[config.mk]
export PLATFORM = sky130hd
export DESIGN_NAME = program_counter_unit
export DESIGN_NICKNAME = d
export VERILOG_FILES = /design/src/rtl/cpu_pkg.sv /design/src/rtl/pc_next_calc.sv /design/src/rtl/program_counter_unit.sv
export SDC_FILE = /design/constraint.sdc
export NUM_CORES = 1
export LEC_CHECK = 0
export BUFFER_PORTS_ARGS = -buffer_cell sky130_fd_sc_hd__buf_4
export CORE_MARGIN = 1.5
export CORE_UTILIZATION = 48
export CTS_CLUSTER_SIZE = 40
export DETAILED_ROUTE_END_ITERATION = 10
export PLACE_DENSITY = 0.82
export SETUP_SLACK_MARGIN = 0.4
export SLEW_MARGIN = 20
export SYNTH_ARGS = -nofsm -noshare
export SYNTH_HDL_FRONTEND = slang
export SYNTH_HIERARCHICAL = 1
export SYNTH_SLANG_ARGS = --single-unit
[constraint.sdc]
create_clock -name clock -period 3.47 [get_ports clock]
set_input_delay 0.347 -clock clock [delete_from_list [all_inputs] [get_ports clock]]
set_output_delay 0.347 -clock clock [all_outputs]
set_load 0.01 [all_outputs]
[src/rtl/cpu_pkg.sv]
// Shared CPU definitions: address widths, reset vector, fetch FSM states and
// instruction field positions, plus a sign-extension helper.
package cpu_pkg;

  localparam int unsigned ADDR_WIDTH   = 16;
  localparam int unsigned DISP_WIDTH   = 8;
  localparam int unsigned INSTR_WIDTH  = 16;
  localparam logic [15:0] RESET_VECTOR = 16'h0000;

  typedef enum logic [1:0] {
    S_BOOT = 2'd0,
    S_REQ  = 2'd1,
    S_WAIT = 2'd2,
    S_RUN  = 2'd3
  } fetch_state_t;

  // Instruction word layout: opcode | rd | immediateHigh | immediateLow
  localparam int unsigned OPCODE_MSB   = 15;
  localparam int unsigned OPCODE_LSB   = 12;
  localparam int unsigned RD_MSB       = 11;
  localparam int unsigned RD_LSB       = 8;
  localparam int unsigned IMM_HIGH_MSB = 7;
  localparam int unsigned IMM_HIGH_LSB = 4;
  localparam int unsigned IMM_LOW_MSB  = 3;
  localparam int unsigned IMM_LOW_LSB  = 0;

  function automatic logic [ADDR_WIDTH-1:0] sext_disp(input logic [DISP_WIDTH-1:0] d);
    return {{(ADDR_WIDTH - DISP_WIDTH){d[DISP_WIDTH-1]}}, d};
  endfunction

endpackage

[src/rtl/pc_next_calc.sv]
// Next-PC selection: jump target beats branch (PC + sign-extended displacement),
// which beats sequential increment. All sums wrap at ADDR_WIDTH.
module pc_next_calc #(
  parameter int unsigned ADDR_WIDTH = cpu_pkg::ADDR_WIDTH,
  parameter int unsigned DISP_WIDTH = cpu_pkg::DISP_WIDTH
) (
  input  logic [ADDR_WIDTH-1:0] pc,
  input  logic [DISP_WIDTH-1:0] disp,
  input  logic [ADDR_WIDTH-1:0] regTarget,
  input  logic                  jumpReg,
  input  logic                  branchMux,
  output logic [ADDR_WIDTH-1:0] pcNext
);

  logic [ADDR_WIDTH-1:0] w_disp_ext;

  assign w_disp_ext = {{(ADDR_WIDTH - DISP_WIDTH){disp[DISP_WIDTH-1]}}, disp};

  always_comb begin
    pcNext = pc + ADDR_WIDTH'(1);
    if (jumpReg) begin
      pcNext = regTarget;
    end else if (branchMux) begin
      pcNext = pc + w_disp_ext;
    end
  end

endmodule

[src/rtl/program_counter_unit.sv]
// Program counter and instruction-fetch handshake. Optional return-address
// link register is built only when PC_LINK_EN is defined.
module program_counter_unit #(
  parameter int unsigned           ADDR_WIDTH   = cpu_pkg::ADDR_WIDTH,
  parameter int unsigned           DISP_WIDTH   = cpu_pkg::DISP_WIDTH,
  parameter logic [ADDR_WIDTH-1:0] RESET_VECTOR = ADDR_WIDTH'(cpu_pkg::RESET_VECTOR)
) (
  input  logic                  clock,
  input  logic                  reset,
  input  logic                  pcEnabled,
  input  logic                  branchMux,
  input  logic                  jumpReg,
  input  logic [DISP_WIDTH-1:0] disp,
  input  logic [ADDR_WIDTH-1:0] regTarget,
  input  logic                  pcOrRegMemMUX,
  input  logic [ADDR_WIDTH-1:0] dataAddr,
  input  logic                  instrAck,
  input  logic [15:0]           instrData,
  input  logic                  linkCapture,
  output logic                  instrReq,
  output logic [ADDR_WIDTH-1:0] memAddrA,
  output logic [ADDR_WIDTH-1:0] pc,
  output logic [15:0]           instruction,
  output logic                  instrValid,
  output logic                  pcError,
  output logic [ADDR_WIDTH-1:0] linkAddr
);

  import cpu_pkg::*;

  fetch_state_t          r_state;
  fetch_state_t          w_next_state;
  logic [ADDR_WIDTH-1:0] r_pc;
  logic [ADDR_WIDTH-1:0] w_pc_next;
  logic [15:0]           r_instr;
  logic                  r_valid;
  logic                  r_err;
  logic                  w_fetch_done;
  logic                  w_commit;
  logic                  w_req;

  pc_next_calc #(
    .ADDR_WIDTH (ADDR_WIDTH),
    .DISP_WIDTH (DISP_WIDTH)
  ) u_next (
    .pc        (r_pc),
    .disp      (disp),
    .regTarget (regTarget),
    .jumpReg   (jumpReg),
    .branchMux (branchMux),
    .pcNext    (w_pc_next)
  );

  always_ff @(posedge clock) begin
    if (!reset) begin
      r_state <= S_BOOT;
    end else begin
      r_state <= w_next_state;
    end
  end

  always_comb begin
    w_next_state = r_state;
    case (r_state)
      S_BOOT:  w_next_state = S_REQ;
      S_REQ:   w_next_state = S_WAIT;
      S_WAIT:  if (instrAck) w_next_state = S_RUN;
      S_RUN:   if (pcEnabled) w_next_state = S_REQ;
      default: w_next_state = S_BOOT;
    endcase
  end

  // The fetch address always wins during the request cycle, whatever the mux says.
  always_comb begin
    w_req        = (r_state == S_REQ);
    w_fetch_done = (r_state == S_WAIT) && instrAck;
    w_commit     = (r_state == S_RUN) && pcEnabled;
    memAddrA     = r_pc;
    if (!w_req && pcOrRegMemMUX) begin
      memAddrA = dataAddr;
    end
  end

  always_ff @(posedge clock) begin
    if (!reset) begin
      r_pc    <= RESET_VECTOR;
      r_instr <= '0;
      r_valid <= 1'b0;
      r_err   <= 1'b0;
    end else begin
      r_valid <= w_fetch_done;
      if (w_commit) begin
        r_pc <= w_pc_next;
      end
      if (w_fetch_done) begin
        r_instr <= instrData;
      end
      if (pcEnabled && (r_state != S_RUN)) begin
        r_err <= 1'b1;
      end
    end
  end

`ifdef PC_LINK_EN
  logic [ADDR_WIDTH-1:0] r_link;

  always_ff @(posedge clock) begin
    if (!reset) begin
      r_link <= '0;
    end else if (w_commit && jumpReg && linkCapture) begin
      r_link <= r_pc + ADDR_WIDTH'(1);
    end
  end

  assign linkAddr = r_link;
`else
  logic w_unused_link;

  assign w_unused_link = linkCapture;
  assign linkAddr      = '0;
`endif

  assign instrReq    = w_req;
  assign pc          = r_pc;
  assign instruction = r_instr;
  assign instrValid  = r_valid;
  assign pcError     = r_err;

endmodule
==> results of run 1 <==
-- worst max-delay path by stage --
| stage | from | to | slack (ns) | depth (start not counted) |
|---|---|---|---|---|
| 3_5_place_dp | disp[0] | pc[8] | 0.77 | 10 |
| 5_1_grt | pc[0] | pc[12] | 0.77 | 9 |
| 3_3_place_gp | disp[0] | pc[8] | 0.79 | 11 |
| 2_1_floorplan | branchMux | pc[8] | 0.95 | 11 |
| 6_report | pc[0] | pc[8] | 0.93 | 9 |
| 4_1_cts | pc[0] | pc[8] | 0.98 | 8 |
-- synthesized netlist by cell type, drive strengths merged, types with 3 or more instances --
cell type	instances	area share, %
and3	5	1.1
and2	11	2.4
nor3	5	0.88
nand2	85	11
o211ai	3	0.80
inv	8	1.1
o21a	3	0.84
o21ai	13	2.3
clkbuf	7	0.97
a21oi	10	1.8
nor2	6	0.80
nand3	8	1.4
nand2b	9	2.0
mux2	18	8.5
buf	30	8.8
nor2b	8	2.0
a311oi	3	1.2
mux2i	3	1.1
dfxtp	36	25
a21boi	32	8.5
ha	11	4.9
xnor2	4	1.2
-- cells by family after synthesis --
family | count (synthesis) | synth area share, %
xor gates and xnor gates | 6 | 1.86
DFF | 36 | 25.5
buffers and inverters | 45 | 10.8
adders and majority gates | 12 | 5.58
muxes | 21 | 9.56
and+or+nand+nor | 146 | 24.3
other | 1 | 0.133
AOI/OAI and AO/OA | 86 | 22.3
-- worst max-delay path: cells and delay by family (launching register included) --
| kind | cells | cell delay, ns |
|---|---|---|
| adder cells (fa/ha/maj) | 2 | 0.65 |
| AO/OA/AOI/OAI | 5 | 0.85 |
| flip-flops | 1 | 0.36 |
| AND/OR/NAND/NOR | 2 | 0.58 |
-- cells in the final DEF, fill, tap and decap left out, types with 2 or more instances in the layout --
cell type	instances
o21ai_1	2
nor4_1	2
dfxtp_1	36
o211ai_1	3
a21boi_0	20
a21boi_1	12
conb_1	16
o21bai_1	2
clkbuf_8	5
o21a_1	2
xnor2_1	4
and3_1	5
o22ai_1	2
nand4_1	2
o21ai_0	11
xor2_1	2
nand2b_1	9
a21oi_1	10
mux2_4	10
nand3_1	8
mux2i_1	3
nor2b_1	7
inv_1	8
nor2_1	6
o31ai_1	2
a311oi_1	2
nand2_1	85
ha_1	11
o2111ai_1	2
nor3_1	5
and2_1	11
mux2_2	8
buf_4	113
-- power by group --
group | leakage [nW] | switching, mW | internal, mW
clock | 0.0541 | 0.163 | 0.213
combinational | 1.29 | 0.248 | 0.269
sequential | 0.292 | 0.0377 | 0.451
total | 1.64 | 0.449 | 0.934
-- layer usage --
layer,share of wire [%],vias up
met5,0,-
met4,0.83,0
met3,8.2,6
met2,49,98
met1,42,1282
li1,-,1390
-- sequential cells by signal, indices dropped and copies added (netlist names) --
name	count
instruction	16
pc	16
r_state	2
instrValid	1
pcError	1
-- layout make-up --
class | count | area, um^2 | share of cell area, %
multi-input cells | 287 | 1860 | 50.8
repair buffers | 113 | 848 | 23.2
flip-flops and latches | 36 | 721 | 19.7
well taps | 72 | 90.1 | 2.46
clock buffers | 5 | 68.8 | 1.88
clock inverters | 3 | 42.5 | 1.16
inverters | 8 | 30.0 | 0.821
==> results.json, run 1 <==
{
  "drt_first_iter_violations": 167,
  "dpl-instance-area_um2": 3550,
  "top_usage_layer": "met2",
  "grt_pass1_vias": 2485,
  "hold_viol_final": 0,
  "cts-root-buf": "clkbuf_8",
  "skew_ns": 0.00449,
  "use_met3_pct": 6.17,
  "pre_cts_ws_ns": 0.767,
  "yosysUniqueCellTypes": 60,
  "grt_first_pass_wirelength_um": 11100,
  "powerDensity_nw_per_um2": 378,
  "drive_gt1_share_pct": 32.5,
  "antenna_found_initial": 0,
  "route.detailed.drc": 0,
  "r2r_cells": 9,
  "die_w_um": 79.8,
  "n_antenna_cell": 0,
  "post_cts.repair.setup_buffers": 0,
  "min_from": "instrData[7]",
  "cp-start-kind": "flip-flop",
  "synthToLayoutAreaGrowth_pct": 29.4,
  "tightest_slew_ns": 0.672,
  "fill_cells": 486,
  "fp.coreArea_um2": 5610,
  "stdcell_count": 524,
  "clock_latency_ns": 0.29,
  "layout_setup_ws_ns": 0.933,
  "slowest_delay_ns": 0.50,
  "setup_tns_ns": 0,
  "maxSlewViolCount": 0,
  "layout.nets": 527,
  "cap_violations": 0,
  "synth_area_per_cell_um2": 8.01,
  "period_needed_ns": 2.54,
  "fmax_mhz": 394,
  "synth_seq_cells": 36,
  "gr-usage-met2_pct": 39.4,
  "cts_buffers": 5,
  "firstDrtPassIters": 4,
  "total_leakage_power_nw": 1.64,
  "netlist_area_um2": 2830,
  "cts_buffer_depth": 2,
  "worstPathCellList": "ha_1, fa_1, a21o_1, a31o_1, or4_4, a21oi_1, a311oi_2, nand2_1, a21boi_1",
  "r2r_end": "pc[8]",
  "endpoint_kind": "flip-flop",
  "yosysWarnings": 6,
  "grt_max_degree": 39,
  "p_total_mw": 1.38,
  "hp-class": "primary input to flip-flop",
  "io_pins": 131,
  "ctsHoldBuffers": 0,
  "rows": 27,
  "ys_async_sr_fraction_pct": 0,
  "cts_resized": 0,
  "avgViaCountPerCell": 5.30,
  "die_h_um": 79.8,
  "post-route-util_pct": 65.2,
  "dieArea_um2": 6360,
  "dp.cells": 516,
  "grt_usage_pct": 21.9,
  "path_class": "flip-flop to flip-flop",
  "hpwlAfterDp_um": 5220,
  "cp.required_ns": 3.66,
  "wl_um": 7090,
  "yosysSeqAreaShare_pct": 25.5,
  "r2r-start": "pc[0]",
  "crit_slowest_cell": "or4_4",
  "floorplan.initialDensity_pct": 50.4,
  "rsz0062_at_grt": "false",
  "arrival_ns": 2.72,
  "setup_violations": 0,
  "path_max_fanout": 5,
  "status": "finished clean",
  "fin_crit_sh_pct": 73.1,
  "synth_edf_count": 0,
  "cts_tree": "done",
  "cts_sinks": 36,
  "stdcell_area_um2": 3660,
  "peakVddDrop_v": 0.000344,
  "grtUsageMet1_pct": 25.2,
  "place.gp.congestion": 0.865,
  "htree_levels": 2,
  "worstHoldPathCells": 3,
  "gr-total-overflow": 0,
  "syn-instance-count": 353,
  "cts.clk_slew.worst_paths_ns": 0.08,
  "whs_ns": 0.302,
  "ff2ff_setup_slack_ns": 0.93,
  "max-slew-margin-rel_pct": 55.2,
  "min_to": "instruction[7]",
  "drtAntennaViolNets": 0,
  "synthFlopType": "dfxtp_1",
  "vias": 2776,
  "portBuffers": 113,
  "wl_per_cell_um": 13.5
}
Note: power is estimated with default switching activity, not from simulation.
==> inputs of run 2 (changes only) <==
Clock period 3.47 ns to 2.6 ns, I/O delays scaled along.
==> run 2 against run 1 <==
Against the previous run:
- sequential share of layout area is 1.5 points lower
- design area is 9.1% higher
- critical path depth down 1
- via count is 3.6% higher
- combinational power increased by 47%
- largest cell class unchanged
- highest routed layer unchanged
==> results.json, run 2 (synthesized netlist as in run 1, its figures left out) <==
{
  "layout.nets": 543,
  "drtAntennaViolNets": 0,
  "drive_gt1_share_pct": 40.0,
  "endpoint_kind": "flip-flop",
  "r2r_cells": 8,
  "hold_viol_final": 0,
  "cts_buffers": 5,
  "maxSlewViolCount": 0,
  "status": "finished clean",
  "grt_max_degree": 39,
  "cp.required_ns": 2.82,
  "arrival_ns": 2.47,
  "die_h_um": 79.8,
  "fill_cells": 459,
  "fin_crit_sh_pct": 86.4,
  "gr-total-overflow": 0,
  "post-route-util_pct": 71.2,
  "ctsHoldBuffers": 0,
  "path_max_fanout": 5,
  "fp.coreArea_um2": 5610,
  "worstHoldPathCells": 3,
  "cts.clk_slew.worst_paths_ns": 0.08,
  "synthToLayoutAreaGrowth_pct": 41.1,
  "clock_latency_ns": 0.30,
  "portBuffers": 113,
  "cts_buffer_depth": 2,
  "rsz0062_at_grt": "true",
  "wl_um": 8000,
  "mostFrequentLayoutCell": "buf_4",
  "htree_levels": 2,
  "layout_common_cells": "buf_4 (128), nand2_1 (85), dfxtp_1 (33), a21boi_0 (20), conb_1 (16)",
  "antenna_found_initial": 0,
  "grt_first_pass_wirelength_um": 11900,
  "powerDensity_nw_per_um2": 482,
  "io_pins": 131,
  "avgViaCountPerCell": 5.32,
  "setup_violations": 0,
  "grt_usage_pct": 23.3,
  "vias": 2875,
  "grt_pass1_vias": 2672,
  "place.gp.congestion": 0.862,
  "hpwlAfterDp_um": 5320,
  "cts_sinks": 36,
  "total_leakage_power_nw": 1.75,
  "rows": 27,
  "n_antenna_cell": 0,
  "p_total_mw": 1.92,
  "dieArea_um2": 6360,
  "wl_per_cell_um": 14.8,
  "tightest_slew_ns": 0.668,
  "path_class": "flip-flop to flip-flop",
  "die_w_um": 79.8,
  "cts_tree": "done",
  "cts-root-buf": "clkbuf_8",
  "fmax_mhz": 445,
  "skew_ns": 0.0124,
  "route.detailed.drc": 0,
  "hp-class": "primary input to flip-flop",
  "floorplan.initialDensity_pct": 50.4,
  "cp-start-kind": "flip-flop",
  "firstDrtPassIters": 4,
  "period_needed_ns": 2.25,
  "setup_tns_ns": 0,
  "cap_violations": 0,
  "drt_first_iter_violations": 273,
  "peakVddDrop_v": 0.000329,
  "max-slew-margin-rel_pct": 55.5
}
==> run 2: worst paths after layout <==
path	from	end	slack [ns]
hold / removal	instrData[7]	instruction[7]	0.22
setup / recovery	pc[0]	pc[8]	0.35
setup reg to reg	pc[0]	pc[8]	0.35
hold reg to reg	instruction[14]	instruction[14]	0.46
==> run 2: per-layer routing <==
metal	routed length, um	share of wire, %	global-route usage [%]
met3	727	9.1	6.29
met5	0	0	0
met1	3100	39	26.0
met2	4020	50	43.6
met4	154	1.9	5.69
==> run 2: through the flow <==
stage / instance area, um^2 / cells / hold slack [ns] / worst slack [ns]
after floorplan: 2920 / 368 / 0.395 / 0.258
after detailed placement: 3600 / 520 / 0.448 / 0.00982
after global placement: 3600 / 520 / 0.442 / 0.0941
after global routing: 3990 / 540 / 0.219 / 0.266
final: 3990 / 540 / 0.219 / 0.354
after CTS: 3770 / 531 / 0.209 / 0.309
==> run 2: critical path, stage by stage (launching register included) <==
cell,delay [ns]
dfxtp_2,0.34
ha_4,0.16
fa_2,0.36
a21o_1,0.21
a31o_4,0.26
or4_4,0.43
a311oi_2,0.20
nand2_1,0.07
a21boi_1,0.14
==> run 2: cell type report <==
| type | count | area, um^2 | share of cell area [%] |
|---|---|---|---|
| multi-input cells | 287 | 2050 | 51.4 |
| clock buffers | 5 | 68.8 | 1.72 |
| repair buffers | 129 | 981 | 24.6 |
| well taps | 72 | 90.1 | 2.26 |
| flip-flops and latches | 36 | 727 | 18.2 |
| clock inverters | 3 | 42.5 | 1.07 |
| inverters | 8 | 30.0 | 0.753 |
==> run 2: power breakdown <==
| group | switching, mW | internal, mW | leakage [nW] |
|---|---|---|---|
| combinational | 0.356 | 0.407 | 1.40 |
| clock | 0.223 | 0.284 | 0.0541 |
| sequential | 0.0518 | 0.603 | 0.294 |
| total | 0.631 | 1.29 | 1.75 |
==> run 2: what timing repair did <==
item / 4_1_cts / 5_1_grt
setup buffers: 3 / 9
setup endpoints to repair: 13 / 15
gates resized for setup: 9 / 26
gates cloned: 0 / 0
pin swaps: 6 / 12
==> inputs of run 3 (changes only) <==
Settings changed: CORE_UTILIZATION 48 to 51, PLACE_DENSITY 0.82 to 0.88.
Clock period 2.6 ns to 2.85 ns, I/O delays scaled along.
==> run 3 against run 2 <==
Against the previous run:
- wire length down 6.9%
- combinational power down 13%
- clock skew down 0.0070 ns
- maximum frequency down 6.5%
- core utilization up 0.87 points
- critical endpoint unchanged
==> results.json, run 3 (synthesized netlist as in run 1, its figures left out) <==
{
  "clock_latency_ns": 0.28,
  "fmax_mhz": 416,
  "rows": 26,
  "worstPathCellList": "ha_4, fa_2, a21o_1, a31o_1, or4_4, a311oi_2, nand2_1, a21boi_1",
  "mostFrequentLayoutCell": "buf_4",
  "firstDrtPassIters": 4,
  "critPathTopFamily": "compound AO/OA/AOI/OAI gates",
  "cp.required_ns": 3.07,
  "skew_ns": 0.00546,
  "max-slew-margin-rel_pct": 57.6,
  "seqPwrFrac_pct": 36.0,
  "dr.max_layer_used": "met4",
  "floorplan.initialDensity_pct": 54.0,
  "path_max_fanout": 5,
  "path_buf_inv": 0,
  "crit_slowest_cell": "or4_4",
  "cts-root-buf": "clkbuf_8",
  "tightest_slew_ns": 0.636,
  "drt_first_iter_violations": 247,
  "vias": 2871,
  "path_class": "flip-flop to flip-flop",
  "grt_first_pass_wirelength_um": 11900,
  "cts_buffers": 5,
  "dr_wl_met3_um": 619,
  "cts_sinks": 36,
  "powerDensity_nw_per_um2": 438,
  "wl_per_cell_um": 14.1,
  "cts_tree": "done",
  "endpoint_kind": "flip-flop",
  "drtAntennaViolNets": 0,
  "dr_wl_met2_um": 3740,
  "cts_buffer_depth": 2,
  "cap_violations": 0,
  "place.gp.congestion": 0.900,
  "hp-class": "primary input to flip-flop",
  "p_clk_share_pct": 24.0,
  "combPwrFrac_pct": 40.0,
  "die_w_um": 77.5,
  "grt_pass1_vias": 2803,
  "rsz0062_at_grt": "true",
  "htree_levels": 2,
  "layout.nets": 534,
  "p_sw_uw": 538,
  "cts.clk_slew.worst_paths_ns": 0.08,
  "layout_common_cells": "buf_4 (119), nand2_1 (85), dfxtp_1 (35), a21boi_0 (20), conb_1 (16)",
  "slowest_delay_ns": 0.45,
  "fill_cells": 434,
  "setup_violations": 0,
  "status": "finished clean",
  "setup_tns_ns": 0,
  "hpwlAfterDp_um": 5380,
  "arrival_ns": 2.62,
  "ctsHoldBuffers": 0,
  "fp.coreArea_um2": 5240,
  "drive_gt1_share_pct": 36.0,
  "hold_viol_final": 0,
  "post-route-util_pct": 72.0,
  "stdcell_count": 528,
  "gr-total-overflow": 0,
  "netSwitchingFraction_pct": 32.6,
  "wl_um": 7450,
  "route.detailed.drc": 0,
  "antenna_found_initial": 0,
  "portBuffers": 113,
  "peakVddDrop_v": 0.000313,
  "avgViaCountPerCell": 5.44,
  "total_leakage_power_nw": 1.67,
  "maxSlewViolCount": 0,
  "die_h_um": 77.5,
  "grt_max_degree": 39,
  "io_pins": 131,
  "n_antenna_cell": 0,
  "dp.cells": 515,
  "wl_met1_um": 2950,
  "synthToLayoutAreaGrowth_pct": 33.4,
  "intPower_mw": 1.12,
  "period_needed_ns": 2.40,
  "grt_usage_pct": 24.1,
  "dieArea_um2": 6000,
  "fin_crit_sh_pct": 84.3,
  "cp-start-kind": "flip-flop"
}
run 3: metal layers:
layer	up-vias	track usage, %
met2	127	43.3
li1	1402	-
met4	0	9.64
met5	-	0
met3	16	7.41
met1	1326	26.2
run 3: final timing paths:
check / cells after the start / from / to / slack (ns)
worst min register to register: 2 / instruction[7] / instruction[7] / 0.46
worst max-delay path: 8 / pc[0] / pc[8] / 0.45
worst min-delay path: 3 / instrData[7] / instruction[7] / 0.25
worst max register to register: 8 / pc[0] / pc[8] / 0.45
run 3: repair_timing:
item / CTS / global route
resized for setup: 1 / 13
pin swaps: 0 / 8
setup endpoints to repair: 1 / 14
setup buffers: 0 / 6
run 3: power by group through the flow:
stage | logic (mW) | clock network (mW) | registers, mW
2_1_floorplan | 0.435 | 0 | 0.614
3_3_place_gp | 0.617 | 0 | 0.603
3_5_place_dp | 0.636 | 0 | 0.607
4_1_cts | 0.640 | 0.404 | 0.595
5_1_grt | 0.722 | 0.424 | 0.603
6_report | 0.662 | 0.397 | 0.594
run 3: through the flow:
step	area (um^2)	hold slack [ns]	power (mW)	setup WS [ns]
floorplan	2890	0.420	1.05	0.413
global placement	3560	0.444	1.22	0.272
detailed placement	3560	0.446	1.24	0.245
CTS	3650	0.241	1.64	0.448
global route	3770	0.241	1.75	0.333
finish	3770	0.249	1.65	0.446
run 3: worst min-delay path: stages:
cell and delay [ns]:
buf_4 0.11, nand2_1 0.04, a21boi_1 0.05
run 3: cell type report:
| type | instances | area [um^2] | share of cell area, % |
|---|---|---|---|
| Sequential cell | 36 | 724 | 19.2 |
| Inverter | 8 | 30.0 | 0.796 |
| Tap cell | 70 | 87.6 | 2.32 |
| Multi-Input combinational cell | 287 | 1920 | 50.9 |
| Clock buffer | 7 | 96.3 | 2.55 |
| Timing Repair Buffer | 120 | 913 | 24.2 |
